## config.mk

```make
export PLATFORM = sky130hd
export DESIGN_NAME = sti_pixel_streamer
export DESIGN_NICKNAME = d
export VERILOG_FILES = /design/src/rtl/sti_pixel_streamer.sv
export SDC_FILE = /design/constraint.sdc
export NUM_CORES = 1
export LEC_CHECK = 0
export ABC_AREA = 1
export CORE_MARGIN = 2
export CORE_UTILIZATION = 50
export CTS_CLUSTER_DIAMETER = 120
export DETAILED_ROUTE_END_ITERATION = 7
export PLACE_DENSITY = 0.82
export SLEW_MARGIN = 0
export SYNTH_ARGS = -nofsm -noshare
export SYNTH_HDL_FRONTEND = slang
export SYNTH_SLANG_ARGS = --single-unit
```

## constraint.sdc

```tcl
create_clock -name clk -period 2.5 [get_ports clk]
set_input_delay 0.5 -clock clk [delete_from_list [all_inputs] [get_ports clk]]
set_output_delay 0.5 -clock clk [all_outputs]
set_load 0.005 [all_outputs]
```

## src/rtl/sti_pixel_streamer.sv

```systemverilog
// rtl/sti_pixel_streamer.sv - unpacks the packed sti ROM image into a 1 pixel/clk raster stream
module sti_pixel_streamer #(
    parameter int WORDS   = 1024,
    parameter int WORD_W  = 16,
    parameter int ADDR_W  = 10,
    parameter int PADDR_W = 14,
    parameter int PIX_W   = 8
) (
    input  logic               clk,
    input  logic               reset,
    input  logic               start,
    output logic               busy,
    output logic               done,
    output logic               sti_rd,
    output logic [ADDR_W-1:0]  sti_addr,
    input  logic [WORD_W-1:0]  sti_di,
    output logic               pix_valid,
    input  logic               pix_ready,
    output logic [PIX_W-1:0]   pix_data,
    output logic [PADDR_W-1:0] pix_addr,
    output logic               pix_last
);
    localparam int BIT_W = $clog2(WORD_W);
    localparam logic [PADDR_W-1:0] LAST_PIX = PADDR_W'(WORDS * WORD_W - 1);
    localparam logic [BIT_W-1:0]   LAST_BIT = BIT_W'(WORD_W - 1);
    localparam logic [ADDR_W:0]    WORDS_L  = (ADDR_W + 1)'(WORDS);

    typedef enum logic [2:0] {S_IDLE, S_FETCH, S_LOAD, S_STREAM, S_FIN} state_t;

    state_t              state_q, state_d;
    logic [WORD_W-1:0]   sh_q, sh_d;
    logic [BIT_W-1:0]    bit_cnt_q, bit_cnt_d;
    logic [PADDR_W-1:0]  pix_addr_q, pix_addr_d;
    logic                pix_valid_q, pix_valid_d;
    logic                pix_last_q, pix_last_d;
    logic [WORD_W-1:0]   pf_data_q, pf_data_d;
    logic                pf_full_q, pf_full_d;
    logic                pend_q, pend_d;
    logic [ADDR_W:0]     next_word_q, next_word_d;
    logic                sti_rd_q, sti_rd_d;
    logic [ADDR_W-1:0]   sti_addr_q, sti_addr_d;
    logic                busy_q, busy_d;
    logic                done_q, done_d;
    logic                hs;
    logic                underrun;

    always_comb begin
        state_d     = state_q;
        sh_d        = sh_q;
        bit_cnt_d   = bit_cnt_q;
        pix_addr_d  = pix_addr_q;
        pix_valid_d = pix_valid_q;
        pix_last_d  = pix_last_q;
        pf_data_d   = pf_data_q;
        pf_full_d   = pf_full_q;
        pend_d      = sti_rd_q;
        next_word_d = next_word_q;
        sti_rd_d    = 1'b0;
        sti_addr_d  = sti_addr_q;
        underrun    = 1'b0;
        hs          = pix_valid_q & pix_ready;

        case (state_q)
            S_IDLE: begin
                if (start) begin
                    state_d     = S_FETCH;
                    sti_rd_d    = 1'b1;
                    sti_addr_d  = '0;
                    next_word_d = (ADDR_W + 1)'(1);
                    pix_addr_d  = '0;
                    pf_full_d   = 1'b0;
                end
            end
            S_FETCH: state_d = S_LOAD;
            S_LOAD: begin
                sh_d        = sti_di;
                bit_cnt_d   = '0;
                pix_valid_d = 1'b1;
                pix_last_d  = (pix_addr_q == LAST_PIX);
                state_d     = S_STREAM;
            end
            S_STREAM: begin
                if (pend_q) begin
                    pf_data_d = sti_di;
                    pf_full_d = 1'b1;
                end
                if (!pf_full_q && !sti_rd_q && !pend_q && (next_word_q < WORDS_L)) begin
                    sti_rd_d    = 1'b1;
                    sti_addr_d  = next_word_q[ADDR_W-1:0];
                    next_word_d = next_word_q + (ADDR_W + 1)'(1);
                end
                if (hs) begin
                    if (pix_last_q) begin
                        pix_valid_d = 1'b0;
                        pix_last_d  = 1'b0;
                        state_d     = S_FIN;
                    end else begin
                        pix_addr_d = pix_addr_q + PADDR_W'(1);
                        pix_last_d = ((pix_addr_q + PADDR_W'(1)) == LAST_PIX);
                        bit_cnt_d  = bit_cnt_q + BIT_W'(1);
                        if (bit_cnt_q == LAST_BIT) begin
                            // Swap in the prefetched word on the same edge so the stream has no bubble
                            if (pf_full_q) begin
                                sh_d      = pf_data_q;
                                pf_full_d = 1'b0;
                            end else begin
                                pix_valid_d = 1'b0;
                                underrun    = 1'b1;
                            end
                        end else begin
                            sh_d = {sh_q[WORD_W-2:0], 1'b0};
                        end
                    end
                end else if (!pix_valid_q && pf_full_q) begin
                    sh_d        = pf_data_q;
                    pf_full_d   = 1'b0;
                    pix_valid_d = 1'b1;
                end
            end
            S_FIN: state_d = S_IDLE;
            default: state_d = S_IDLE;
        endcase

        busy_d = (state_d != S_IDLE);
        done_d = (state_d == S_FIN);
    end

    always_ff @(posedge clk) begin
        if (reset) begin
            state_q     <= S_IDLE;
            sh_q        <= '0;
            bit_cnt_q   <= '0;
            pix_addr_q  <= '0;
            pix_valid_q <= 1'b0;
            pix_last_q  <= 1'b0;
            pf_data_q   <= '0;
            pf_full_q   <= 1'b0;
            pend_q      <= 1'b0;
            next_word_q <= '0;
            sti_rd_q    <= 1'b0;
            sti_addr_q  <= '0;
            busy_q      <= 1'b0;
            done_q      <= 1'b0;
        end else begin
            state_q     <= state_d;
            sh_q        <= sh_d;
            bit_cnt_q   <= bit_cnt_d;
            pix_addr_q  <= pix_addr_d;
            pix_valid_q <= pix_valid_d;
            pix_last_q  <= pix_last_d;
            pf_data_q   <= pf_data_d;
            pf_full_q   <= pf_full_d;
            pend_q      <= pend_d;
            next_word_q <= next_word_d;
            sti_rd_q    <= sti_rd_d;
            sti_addr_q  <= sti_addr_d;
            busy_q      <= busy_d;
            done_q      <= done_d;
        end
    end

    // With a 1-cycle ROM the prefetch always lands long before the word boundary
    assert property (@(posedge clk) disable iff (reset) !underrun);

    assign busy      = busy_q;
    assign done      = done_q;
    assign sti_rd    = sti_rd_q;
    assign sti_addr  = sti_addr_q;
    assign pix_valid = pix_valid_q;
    assign pix_data  = {{(PIX_W-1){1'b0}}, sh_q[WORD_W-1]};
    assign pix_addr  = pix_addr_q;
    assign pix_last  = pix_last_q;
endmodule

```

==> flow_summary.yaml <==
yosys:
  synth_area_per_cell_um2: 7.45
  postSynthCellCount: 526
  synth_edf_count: 0
  dominantRegCellSynth: "dfxtp_1"
  yosysWarningCount: 0
  ys_ff_latch: 81
  synthesis.area_um2: 3920
  async_reset_ff_share_pct: 0
  yosys.cell_types.count: 40
  ys_seq_area_share_pct: 41.4
sta:
  tns_ps: 0
  skew_ps: 17.5
  fmax_mhz: 515
  fin_ws_ps: 559
  hold_violations: 0
  fin_crit_sh_pct: 77.6
  rsz0062_at_grt: "no"
  setup_viol_count_final: 0
  layout_min_cycle_time_ps: 1940
  finalMaxSlewViolations: 0
  hold_ws_ps: 456
routing:
  vias: 3542
  drt-initial-drc-count: 169
  totalWireLength_mm: 8.59
  ant_nets: 0
  firstDrtPassIters: 5
  met1Wirelength_mm: 4.00
  top_layer: "met4"
  wl_met3_um: 425
  drc: 0
  dr_wl_met2_mm: 3.98
  viasPerCell: 5.25
  wire_per_inst_um: 12.7
setup_path:
  cp-end-kind: "output pin"
  slowest_delay_ps: 570
  cp_num_buf_inv: 1
  timing.rr.end: "pix_last$_SDFFE_PP0P_"
  crit_type: "flop to output pin"
  timing.rr.start: "pix_addr[1]$_SDFFE_PP0P_"
  worstSetupStartpoint: "pix_addr[3]$_SDFFE_PP0P_"
  worstPathRequired_ps: 2000
  worst-r2r-cell-count: 9
  crit_chain: "clkdlybuf4s50_1"
  endpoint: "pix_addr[3]"
  cp.depth: 1
  start_kind: "flop"
  r2r_slack_ps: 750
  path_max_fanout: 8
  path_delay_family: "buffers and inverters"
  critPathSlowestCell: "clkdlybuf4s50_1"
  arrival_ps: 1440
final_layout:
  final_cells: 675
  n_fill_cell: 668
  n_antenna_cell: 0
  drive_above_1_share_pct: 9.42
  layout.nets: 592
  area_growth_pct: 18.2
grt:
  grt_pass1_wl_mm: 14.4
  grt_pass1_vias: 3289
  grt_overflow: 0
  grt_antenna_before_repair: 0
  grt_max_degree: 39
  grtUsageTotal_pct: 20.8
floorplan:
  core_area_um2: 7650
  rows: 32
  ioPinCount: 57
  die-area_um2: 8570
  chipWidth_um: 92.6
  die-height_um: 92.6
  start_util_pct: 51.3
hold_path:
  holdCritPathClass: "flop to flop"
place:
  io_buffer_count: 49
  dpl.hpwl_mm: 5.85
  preCtsSetupSlack_ps: 430
  gp_congestion: 0.853
  dp.cells: 659
power_and_ir_drop:
  irDropWorstVdd_mv: 0.343
  power_leakage_nw: 1.66
  seq_power_share_pct: 51.2
  p_clk_share_pct: 38.2
  p_sw_mw: 0.750
  p_per_area_nw_per_um2: 577
  intPower_mw: 1.92
  netSwitchingFraction_pct: 28.0
  combPwrFrac_pct: 10.6
outcome:
  status: "finished clean"
job:
  maxCapViolCount: 0
clocking:
  postCtsSetupBuffers: 0
  holdBufCountCts: 0
  cts_buffer_depth: 2
  path_clk_slew_ps: 90
  cts_buffers: 9
  cts_tree: "built"
  root_buffer: "clkbuf_8"
  clock_sinks: 81
  clock_latency_ps: 370
  ctsHtreeMaxLevel: 3
  cts-resized-gates: 0
==> synth_stat cells, drive strengths merged (6+ instances only) <==
master   n  area share [%]
dfxtp   81              41
nand2   89             9.0
clkbuf  13             1.3
a22oi   10             1.9
nand3   27             4.3
buf     19             3.7
nand4    7             1.1
nor2    47             6.5
o21ai   58             7.5
nor3     6            0.89
inv     55             5.3
a21oi   87              11
==> layout by cell type, fill, tap and decap left out, types with 5 or more instances in the layout <==
cell type and count:
clkdlybuf4s50_1 49, nand3_1 22, a22oi_1 10, conb_1 7, buf_4 8, a21oi_1 86, nand2_2 7, dfxtp_1 81
o21ai_0 48, o21ai_1 9, nor2_1 38, nand4_1 7, nand2_1 82, inv_1 52, clkbuf_8 9, nor3_1 5
==> worst reg2reg max path: cells and delay by family, from the launching register on <==
family | cells | cell delay (ps)
AO/OA/AOI/OAI | 2 | 320
adder cells (fa/ha/maj) | 1 | 280
flip-flops | 1 | 450
AND/OR/NAND/NOR | 6 | 640
==> sequential cells by signal (all words and copies together), names as in the netlist, 3 cells and up <==
| signal | count |
|---|---|
| pix_addr | 14 |
| bit_cnt_q | 4 |
| sti_addr | 10 |
| sh_q | 16 |
| state_q | 3 |
| next_word_q | 11 |
| pf_data_q | 16 |
==> layer usage <==
layer	GRT usage (%)	up-vias
met4	11.1	0
met2	33.4	98
met1	26.7	1596
li1	-	1834
met5	0	-
met3	3.42	14
==> how the worst min path moves through the flow <==
stage / from / endpoint / slack (ps) / cells past startpoint
after floorplan: pf_data_q[1]$_SDFFE_PP0P_ / pf_data_q[1]$_SDFFE_PP0P_ / 430 / 2
after global placement: pf_data_q[3]$_SDFFE_PP0P_ / pf_data_q[3]$_SDFFE_PP0P_ / 440 / 2
after detailed placement: pf_data_q[3]$_SDFFE_PP0P_ / pf_data_q[3]$_SDFFE_PP0P_ / 440 / 2
after CTS: sti_rd$_SDFF_PP0_ / pend_q$_SDFF_PP0_ / 460 / 2
after global routing: pf_data_q[7]$_SDFFE_PP0P_ / pf_data_q[7]$_SDFFE_PP0P_ / 490 / 2
final: sti_rd$_SDFF_PP0_ / pend_q$_SDFF_PP0_ / 460 / 2
==> stage by stage <==
step / total power, mW / utilization (%) / instance area, um2
2_1_floorplan: 1.60 / - / 3940
3_3_place_gp: 1.67 / 57.9 / 4430
3_5_place_dp: 1.68 / 57.9 / 4430
4_1_cts: 2.69 / 60.6 / 4630
5_1_grt: 2.78 / 60.6 / 4630
6_report: 2.67 / 60.6 / 4630
==> power by group through the flow <==
stage / registers [mW] / logic, mW / clock network, mW
2_1_floorplan: 1.39 / 0.206 / 0
3_3_place_gp: 1.40 / 0.275 / 0
3_5_place_dp: 1.40 / 0.280 / 0
4_1_cts: 1.37 / 0.284 / 1.04
5_1_grt: 1.38 / 0.317 / 1.09
6_report: 1.37 / 0.283 / 1.02
==> area by class of cell <==
type | count | area, um2 | share of cell area (%)
clock buffers | 9 | 124 | 2.67
clock inverters | 7 | 83.8 | 1.81
inverters | 57 | 221 | 4.78
multi-input cells | 362 | 1910 | 41.1
flip-flops and latches | 81 | 1620 | 35.0
well taps | 102 | 128 | 2.75
repair buffers | 57 | 551 | 11.9
==> logic make-up (layout without fill, tap and decap cells) <==
family / count (synthesis) / count (layout) / share of synthesized area, %
other: 1 / 7 / 0.0956
adders and majority gates: 4 / 4 / 1.28
DFF: 81 / 81 / 41.4
AOI/OAI and AO/OA: 165 / 165 / 22.8
and+or+nand+nor: 181 / 181 / 22.8
xor gates and xnor gates: 5 / 5 / 1.12
buffers and inverters: 89 / 130 / 10.6
Power figures use the tool's default switching activity.
